===== src/rtl/fixed_to_ascii_converter_if.sv =====
`default_nettype none
// ============================================================================
// Module      : fixed_to_ascii_converter_if
// Description : Handshake and data bundle between a fixed-point producer, the
//               ASCII converter and the character consumer.
// Revision    : 1.0 - initial release
// ============================================================================
interface fixed_to_ascii_converter_if #(
    parameter int BITS  = 33,
    parameter int NCHAR = 8
);
    logic                 i_valid;
    logic                 o_ready;
    logic [BITS-1:0]      i_value;
    logic                 o_valid;
    logic                 i_ready;
    logic [NCHAR*8-1:0]   o_chars;
    logic                 o_overflow;

    modport slave (
        input  i_valid, i_value, i_ready,
        output o_ready, o_valid, o_chars, o_overflow
    );

    modport master (
        output i_valid, i_value, i_ready,
        input  o_ready, o_valid, o_chars, o_overflow
    );
endinterface
`default_nettype wire


===== src/rtl/fixed_to_ascii_converter.sv =====
`default_nettype none
// ============================================================================
// Module      : fixed_to_ascii_converter
// Description : Sequential signed Q(INT_BITS.FRACTIONAL_BITS) to ASCII decimal
//               converter (double-dabble integer, times-ten fraction digits).
//               Optional macro F2A_BLANK_ZEROS_EN blanks leading integer zeros.
// Revision    : 1.0 - initial release
// ============================================================================
module fixed_to_ascii_converter #(
    parameter int INT_BITS         = 3,
    parameter int FRACTIONAL_BITS  = 30,
    parameter int DISPLAY_INT_NUM  = 2,
    parameter int DISPLAY_FRAC_NUM = 4
) (
    input  wire logic                   i_clk,
    input  wire logic                   i_rst_n,
    fixed_to_ascii_converter_if.slave   io_bus
);
    localparam int c_BITS    = INT_BITS + FRACTIONAL_BITS;
    localparam int c_NCHAR   = DISPLAY_INT_NUM + DISPLAY_FRAC_NUM + 2;
    localparam int c_BCDW    = 4 * (DISPLAY_INT_NUM + 1);
    localparam int c_FDW     = 4 * DISPLAY_FRAC_NUM;
    localparam int c_CNT_MAX = (INT_BITS > DISPLAY_FRAC_NUM) ? INT_BITS : DISPLAY_FRAC_NUM;
    localparam int c_CW      = $clog2(c_CNT_MAX + 1);

    typedef enum logic [2:0] {
        S_IDLE = 3'd0,
        S_ABS  = 3'd1,
        S_INT  = 3'd2,
        S_FRAC = 3'd3,
        S_DONE = 3'd4
    } state_t;

    state_t                     r_state, w_next;
    logic                       r_ready, w_accept;
    logic [c_BITS-1:0]          r_value, w_mag;
    logic                       r_sign;
    logic [INT_BITS-1:0]        r_ishift;
    logic [FRACTIONAL_BITS-1:0] r_frac;
    logic [FRACTIONAL_BITS+3:0] w_prod;
    logic [c_BCDW-1:0]          r_bcd, w_bcd_adj;
    logic [c_FDW-1:0]           r_fdig;
    logic [c_CW-1:0]            r_cnt;
    logic                       w_last_int, w_last_frac, w_ovf;
    logic                       r_valid, r_ovf;
    logic [c_NCHAR*8-1:0]       r_chars, w_chars;
    logic [7:0]                 w_sign_ch;
    int                         w_lead;

    assign w_last_int  = (r_cnt == c_CW'(INT_BITS - 1));
    assign w_last_frac = (r_cnt == c_CW'(DISPLAY_FRAC_NUM - 1));
    assign w_mag       = r_value[c_BITS-1] ? (~r_value + 1'b1) : r_value;
    assign w_prod      = ({4'b0, r_frac} << 3) + ({4'b0, r_frac} << 1);
    assign w_ovf       = |r_bcd[c_BCDW-1 -: 4];
    assign w_sign_ch   = r_sign ? 8'h2D : 8'h2B;

    always_ff @(posedge i_clk or negedge i_rst_n) begin
        if (!i_rst_n) begin
            r_state <= S_IDLE;
            r_ready <= 1'b0;
        end else begin
            r_state <= w_next;
            r_ready <= (w_next == S_IDLE);
        end
    end

    always_comb begin
        w_next   = r_state;
        w_accept = 1'b0;
        case (r_state)
            S_IDLE: begin
                if (io_bus.i_valid && r_ready) begin
                    w_accept = 1'b1;
                    w_next   = S_ABS;
                end
            end
            S_ABS:  w_next = S_INT;
            S_INT:  if (w_last_int)  w_next = S_FRAC;
            S_FRAC: if (w_last_frac) w_next = S_DONE;
            S_DONE: if (r_valid && io_bus.i_ready) w_next = S_IDLE;
            default: w_next = S_IDLE;
        endcase
    end

    // Add-3 correction applied to every BCD digit ahead of each shift
    always_comb begin
        w_bcd_adj = r_bcd;
        for (int d = 0; d <= DISPLAY_INT_NUM; d++) begin
            if (r_bcd[4*d +: 4] >= 4'd5)
                w_bcd_adj[4*d +: 4] = r_bcd[4*d +: 4] + 4'd3;
        end
    end

    always_comb begin
        w_chars = {c_NCHAR{8'h20}};
        w_lead  = 0;
`ifdef F2A_BLANK_ZEROS_EN
        begin
            logic w_run;
            w_run = 1'b1;
            for (int j = 0; j < DISPLAY_INT_NUM - 1; j++) begin
                if (w_run && !w_ovf && (r_bcd[4*(DISPLAY_INT_NUM-1-j) +: 4] == 4'd0))
                    w_lead = j + 1;
                else
                    w_run = 1'b0;
            end
        end
`endif
        // Positions left of w_lead stay blank; the sign sits just before the digits
        for (int p = 0; p <= DISPLAY_INT_NUM; p++) begin
            if (p == w_lead)
                w_chars[(c_NCHAR-1-p)*8 +: 8] = w_sign_ch;
            else if (p > w_lead)
                w_chars[(c_NCHAR-1-p)*8 +: 8] = w_ovf ? 8'h39 :
                    {4'h3, r_bcd[4*(DISPLAY_INT_NUM-p) +: 4]};
        end
        w_chars[(c_NCHAR-2-DISPLAY_INT_NUM)*8 +: 8] = 8'h2E;
        for (int j = 0; j < DISPLAY_FRAC_NUM; j++) begin
            w_chars[(c_NCHAR-3-DISPLAY_INT_NUM-j)*8 +: 8] = w_ovf ? 8'h39 :
                {4'h3, r_fdig[4*(DISPLAY_FRAC_NUM-1-j) +: 4]};
        end
    end

    always_ff @(posedge i_clk or negedge i_rst_n) begin
        if (!i_rst_n) begin
            r_value  <= '0;
            r_sign   <= 1'b0;
            r_ishift <= '0;
            r_frac   <= '0;
            r_bcd    <= '0;
            r_fdig   <= '0;
            r_cnt    <= '0;
            r_valid  <= 1'b0;
            r_ovf    <= 1'b0;
            r_chars  <= {c_NCHAR{8'h20}};
        end else begin
            case (r_state)
                S_IDLE: begin
                    if (w_accept)
                        r_value <= io_bus.i_value;
                end
                S_ABS: begin
                    r_sign   <= r_value[c_BITS-1];
                    r_ishift <= w_mag[c_BITS-1:FRACTIONAL_BITS];
                    r_frac   <= w_mag[FRACTIONAL_BITS-1:0];
                    r_bcd    <= '0;
                    r_fdig   <= '0;
                    r_cnt    <= '0;
                end
                S_INT: begin
                    r_bcd    <= {w_bcd_adj[c_BCDW-2:0], r_ishift[INT_BITS-1]};
                    r_ishift <= r_ishift << 1;
                    r_cnt    <= w_last_int ? '0 : r_cnt + 1'b1;
                end
                S_FRAC: begin
                    r_frac <= w_prod[FRACTIONAL_BITS-1:0];
                    r_fdig <= (r_fdig << 4) | c_FDW'(w_prod[FRACTIONAL_BITS+3:FRACTIONAL_BITS]);
                    r_cnt  <= w_last_frac ? '0 : r_cnt + 1'b1;
                end
                S_DONE: begin
                    // First DONE cycle publishes the result; later cycles wait for the consumer
                    if (!r_valid) begin
                        r_valid <= 1'b1;
                        r_chars <= w_chars;
                        r_ovf   <= w_ovf;
                    end else if (io_bus.i_ready) begin
                        r_valid <= 1'b0;
                    end
                end
                default: ;
            endcase
        end
    end

    assign io_bus.o_ready    = r_ready;
    assign io_bus.o_valid    = r_valid;
    assign io_bus.o_chars    = r_chars;
    assign io_bus.o_overflow = r_ovf;
endmodule
`default_nettype wire


===== src/flat_wrapper.sv =====
// flat-port wrapper written by rule: the top's interface ports become plain ports
module fixed_to_ascii_converter_flat 
#(
    parameter int INT_BITS         = 3,
    parameter int FRACTIONAL_BITS  = 30,
    parameter int DISPLAY_INT_NUM  = 2,
    parameter int DISPLAY_FRAC_NUM = 4
)
  (i_clk, i_rst_n, io_bus_i_valid, io_bus_i_value, io_bus_i_ready, io_bus_o_ready, io_bus_o_valid, io_bus_o_chars, io_bus_o_overflow);
  fixed_to_ascii_converter_if #(.BITS(33), .NCHAR(8)) io_bus_i ();
  input  wire logic i_clk;
  input  wire logic i_rst_n;
  input wire logic [$bits(io_bus_i.i_valid)-1:0] io_bus_i_valid;
  input wire logic [$bits(io_bus_i.i_value)-1:0] io_bus_i_value;
  input wire logic [$bits(io_bus_i.i_ready)-1:0] io_bus_i_ready;
  output wire logic [$bits(io_bus_i.o_ready)-1:0] io_bus_o_ready;
  output wire logic [$bits(io_bus_i.o_valid)-1:0] io_bus_o_valid;
  output wire logic [$bits(io_bus_i.o_chars)-1:0] io_bus_o_chars;
  output wire logic [$bits(io_bus_i.o_overflow)-1:0] io_bus_o_overflow;
  assign io_bus_i.i_valid = io_bus_i_valid;
  assign io_bus_i.i_value = io_bus_i_value;
  assign io_bus_i.i_ready = io_bus_i_ready;
  assign io_bus_o_ready = io_bus_i.o_ready;
  assign io_bus_o_valid = io_bus_i.o_valid;
  assign io_bus_o_chars = io_bus_i.o_chars;
  assign io_bus_o_overflow = io_bus_i.o_overflow;
  fixed_to_ascii_converter #(.INT_BITS(INT_BITS), .FRACTIONAL_BITS(FRACTIONAL_BITS), .DISPLAY_INT_NUM(DISPLAY_INT_NUM), .DISPLAY_FRAC_NUM(DISPLAY_FRAC_NUM)) u_core (.i_clk(i_clk), .i_rst_n(i_rst_n), .io_bus(io_bus_i));
endmodule

===== config.mk =====
export PLATFORM = sky130hd
export DESIGN_NAME = fixed_to_ascii_converter_flat
export DESIGN_NICKNAME = d
export VERILOG_FILES = /design/src/rtl/fixed_to_ascii_converter_if.sv /design/src/rtl/fixed_to_ascii_converter.sv /design/src/flat_wrapper.sv
export SDC_FILE = /design/constraint.sdc
export NUM_CORES = 1
export LEC_CHECK = 0
export ABC_AREA = 1
export CORE_ASPECT_RATIO = 1.5
export CORE_MARGIN = 4
export CORE_UTILIZATION = 25
export CTS_CLUSTER_SIZE = 25
export DETAILED_ROUTE_END_ITERATION = 16
export SYNTH_ARGS = -nofsm -noshare
export SYNTH_HDL_FRONTEND = slang
export SYNTH_SLANG_ARGS = --single-unit
export TNS_END_PERCENT = 1

===== constraint.sdc =====
create_clock -name i_clk -period 4.3 [get_ports i_clk]
set_clock_uncertainty 0.15 [all_clocks]
set_input_delay 0.645 -clock i_clk [delete_from_list [all_inputs] [get_ports i_clk]]
set_output_delay 0.645 -clock i_clk [all_outputs]
set_load 0.01 [all_outputs]

==> impl_metrics.xml <==
<?xml version="1.0" encoding="UTF-8"?>
<metrics>
  <group name="global_route">
    <metric name="grt_pass1_vias" unit="">8012</metric>
    <metric name="first_pass_grt_wire_length" unit="microns">38850</metric>
    <metric name="global_route.overflow_total" unit="">0</metric>
    <metric name="antenna_found_initial" unit="">0</metric>
    <metric name="grt_max_degree" unit="">66</metric>
    <metric name="globalRouteTotalUtil" unit="%">12.53</metric>
  </group>
  <group name="placed_design">
    <metric name="dpl_cell_area" unit="sq um">9798</metric>
    <metric name="globalplace.congestion" unit="">0.8672</metric>
    <metric name="preCtsSetupSlack" unit="ns">1.775</metric>
    <metric name="place_hpwl" unit="microns">18650</metric>
    <metric name="placement.io_buffers" unit="">76</metric>
  </group>
  <group name="worst_setup_path">
    <metric name="setup.reg_to_reg.worst_slack" unit="ns">1.83</metric>
    <metric name="required" unit="ns">4.47</metric>
    <metric name="worstPathMaxFanout" unit="">33</metric>
    <metric name="worstSetupStartpointType" unit="">flop</metric>
    <metric name="reg2reg_depth" unit="">9</metric>
    <metric name="worstReg2RegStart" unit="">u_core.r_state[2]</metric>
    <metric name="worstSetupEndpointType" unit="">flop</metric>
    <metric name="arrival" unit="ns">2.64</metric>
    <metric name="category_of_the_most_critical_setup_path" unit="">flop to flop</metric>
    <metric name="reg2reg_to" unit="">u_core.r_ishift[1]</metric>
    <metric name="cp-startpoint" unit="">u_core.r_state[2]</metric>
  </group>
  <group name="power_and_ir_drop">
    <metric name="power.ir.vdd_worst" unit="uV">264.1</metric>
    <metric name="leakagePower" unit="nW">5.081</metric>
    <metric name="power.density_cell_area" unit="nW/um^2">705.8</metric>
  </group>
  <group name="synth">
    <metric name="synth.cell_area" unit="sq um">8737</metric>
    <metric name="yosysWarningCount" unit="">0</metric>
    <metric name="postSynthCellCount" unit="">1229</metric>
    <metric name="postSynthRegisterBits" unit="">131</metric>
    <metric name="async_reset_ff_share" unit="%">100.0</metric>
    <metric name="post-synth-top-area-fraction" unit="%">37.52</metric>
    <metric name="synth.largest_area_cell" unit="">dfrtp_1</metric>
    <metric name="ys_seq_area_share" unit="%">37.52</metric>
    <metric name="synth-edff-count" unit="">0</metric>
    <metric name="primary_flip_flop_cell_chosen_by_synthesis_mapping" unit="">dfrtp_1</metric>
    <metric name="synth.lib_cells_used.distinct" unit="">45</metric>
    <metric name="post_synth_most_frequent_cells" unit="">nand2_1 (329), inv_1 (176), dfrtp_1 (131)</metric>
    <metric name="most_frequent_cell_after_synthesis" unit="">nand2_1</metric>
    <metric name="synth.avg_cell_area" unit="sq um">7.109</metric>
    <metric name="netlist_top_cells_area" unit="">dfrtp_1 (38%), nand2_1 (14%), inv_1 (7.6%)</metric>
  </group>
  <group name="status">
    <metric name="status" unit="">complete, no violations</metric>
  </group>
  <group name="floorplan">
    <metric name="floorplan.die_area" unit="sq um">38070</metric>
    <metric name="floorplan.die.height" unit="microns">237.0</metric>
    <metric name="dieWidth" unit="microns">160.6</metric>
    <metric name="num_rows" unit="">83</metric>
    <metric name="ios" unit="">104</metric>
    <metric name="core-area" unit="sq um">34370</metric>
    <metric name="initial_utilization" unit="%">25.42</metric>
  </group>
  <group name="timing">
    <metric name="final_min_period_over_clock_period" unit="%">57.33</metric>
    <metric name="min_cycle_time_layout" unit="ns">2.465</metric>
    <metric name="setup_viol" unit="">0</metric>
    <metric name="report.final.slew_viol_count" unit="">0</metric>
    <metric name="setup_ws" unit="ns">1.835</metric>
    <metric name="worst_slew_margin_rel" unit="%">48.15</metric>
    <metric name="fin_tns_setup" unit="ns">0</metric>
    <metric name="setup_repair_after_global_routing_missed_its_margin" unit="">false</metric>
    <metric name="max_clock_freq" unit="MHz">405.6</metric>
    <metric name="slew_of_the_pin_with_the_lowest_slew_margin" unit="ns">0.7748</metric>
    <metric name="hold_violation_count_in_the_final_report" unit="">0</metric>
  </group>
  <group name="routing">
    <metric name="vias_per_cell" unit="">4.495</metric>
    <metric name="highest_layer" unit="">met4</metric>
    <metric name="drt-pass1-iter-count" unit="">6</metric>
    <metric name="total_wirelength_of_the_detailed_routed_design" unit="microns">23500</metric>
    <metric name="met3RoutedLength" unit="microns">857</metric>
    <metric name="m1WireLength" unit="microns">9217</metric>
    <metric name="postRouteAntennaNets" unit="">0</metric>
    <metric name="detailroute.wirelength.met2" unit="microns">12580</metric>
    <metric name="detailroute.via_count" unit="">7956</metric>
    <metric name="detailedRoute.firstIterationViolations" unit="">371</metric>
    <metric name="drcViolationCount" unit="">0</metric>
    <metric name="wire_per_inst" unit="microns">13.28</metric>
  </group>
  <group name="layout">
    <metric name="nNetsFinal" unit="">1368</metric>
    <metric name="drive_above_1_share" unit="%">6.140</metric>
    <metric name="final.fill_count" unit="">3714</metric>
    <metric name="antenna_cells" unit="">0</metric>
    <metric name="areaGrowthSynthToFinish" unit="%">18.89</metric>
    <metric name="final_cell_area" unit="sq um">10390</metric>
  </group>
  <group name="cts">
    <metric name="post_cts.repair.setup_buffers" unit="">0</metric>
    <metric name="postCtsHoldBufs" unit="">0</metric>
    <metric name="cts_tree" unit="">built</metric>
    <metric name="h-tree-depth" unit="">4</metric>
    <metric name="clock_latency" unit="ns">0.43</metric>
    <metric name="clk_pin_slew" unit="ns">0.06</metric>
    <metric name="cts-resized-gates" unit="">0</metric>
    <metric name="clock_tree_root_driver_cell" unit="">clkbuf_16</metric>
    <metric name="cts_max_path_buffers" unit="">2</metric>
    <metric name="cts_sinks" unit="">131</metric>
    <metric name="cts_made_buffers" unit="">17</metric>
  </group>
  <group name="worst_hold_path">
    <metric name="hold_class" unit="">primary input to asynchronous set/reset pin</metric>
  </group>
  <group name="flow_run">
    <metric name="cap_viol_max_count" unit="">0</metric>
  </group>
</metrics>
[routing by layer]
layer | vias to the layer above | track usage, %
met3 | 49 | 1.968
li1 | 4032 | -
met1 | 3710 | 13.21
met4 | 0 | 6.261
met2 | 165 | 23.81
met5 | - | 0
[cell usage in the layout (no fill, tap or decap), drive strengths merged]
cell type,instances
o21bai,5
xor2,13
mux2,4
o311ai,2
bufinv,1
nor3,14
o221ai,4
a2bb2oi,12
xnor2,1
nand3,94
o21a,2
clkbuf,19
or2,5
fa,1
nand3b,3
a21o,2
a31oi,2
ha,40
o22ai,22
nor2,136
clkinv,4
o211ai,7
o21ai,54
clkdlybuf4s50,75
dfrtp,131
buf,9
nand4,20
conb,27
a21oi,68
inv,191
nand2,333
o32ai,2
[cell families after synthesis]
family                   count (synthesis)  synth area share [%]
XOR/XNOR                                14                 1.403
multiplexers                             4                0.5155
other                                    2               0.08596
buffers and inverters                  250                 12.92
adder cells (fa/ha/maj)                 41                 5.957
AO/OA/AOI/OAI                          182                 12.26
AND/OR/NAND/NOR                        605                 29.34
flip-flops                             131                 37.52
[through the flow]
| step | hold WS [ns] | util (%) | instances | power, W |
|---|---|---|---|---|
| after floorplan | 0.1994 | - | 1254 | 0.004888 |
| after global placement | 0.3221 | 28.50 | 1738 | 0.005830 |
| after detailed placement | 0.3197 | 28.50 | 1738 | 0.005895 |
| after CTS | 0.03449 | 30.22 | 1770 | 0.007372 |
| after global routing | 0.06535 | 30.22 | 1770 | 0.008035 |
| final | 0.02868 | 30.22 | 1770 | 0.007331 |
[registers in the layout, summed over array words and instances (netlist names)]
name                      count
u_core.io_bus.o_ready         1
u_core.r_state                3
u_core.io_bus.o_overflow      1
u_core.io_bus.o_valid         1
u_core.r_frac                30
u_core.r_ishift               3
u_core.r_bcd                 12
u_core.r_cnt                  3
u_core.r_sign                 1
u_core.r_fdig                16
u_core.r_value               33
u_core.io_bus.o_chars        27
[final cells by class]
type                            count  area, sq um  area share [%]
Clock buffer                       19        452.9           4.360
Tap cell                          467        584.3           5.625
Timing Repair Buffer               84        822.0           7.914
Multi-Input combinational cell    873         4424           42.59
Inverter                          183        689.4           6.637
Clock inverter                     13        136.4           1.313
Sequential cell                   131         3278           31.56
[power by group]
group	switching (W)	internal (W)	leakage [nW]
sequential	0.000381	0.00168	1.65
clock	0.000594	0.000845	0.294
combinational	0.00249	0.00135	3.14
[how the worst max path moves through the flow]
stage,slack (ns),endpoint,cells past startpoint
final,1.83,u_core.r_ishift[1],9
after global routing,1.64,u_core.r_fdig[1],15
after CTS,1.79,u_core.r_ishift[1],9
after detailed placement,1.77,u_core.r_value[11],5
after global placement,1.80,u_core.r_value[11],5
after floorplan,2.23,u_core.r_fdig[1],15
[critical path: stages (launching register included)]
cell and delay (ns):
dfrtp_1 0.45, nor2_4 0.12, buf_4 0.36, inv_4 0.21
nor2_4 0.34, inv_2 0.22, nand2_2 0.29, o22ai_1 0.11
inv_1 0.06, nand2_1 0.04
No activity file was read; power rests on OpenSTA's default activity.
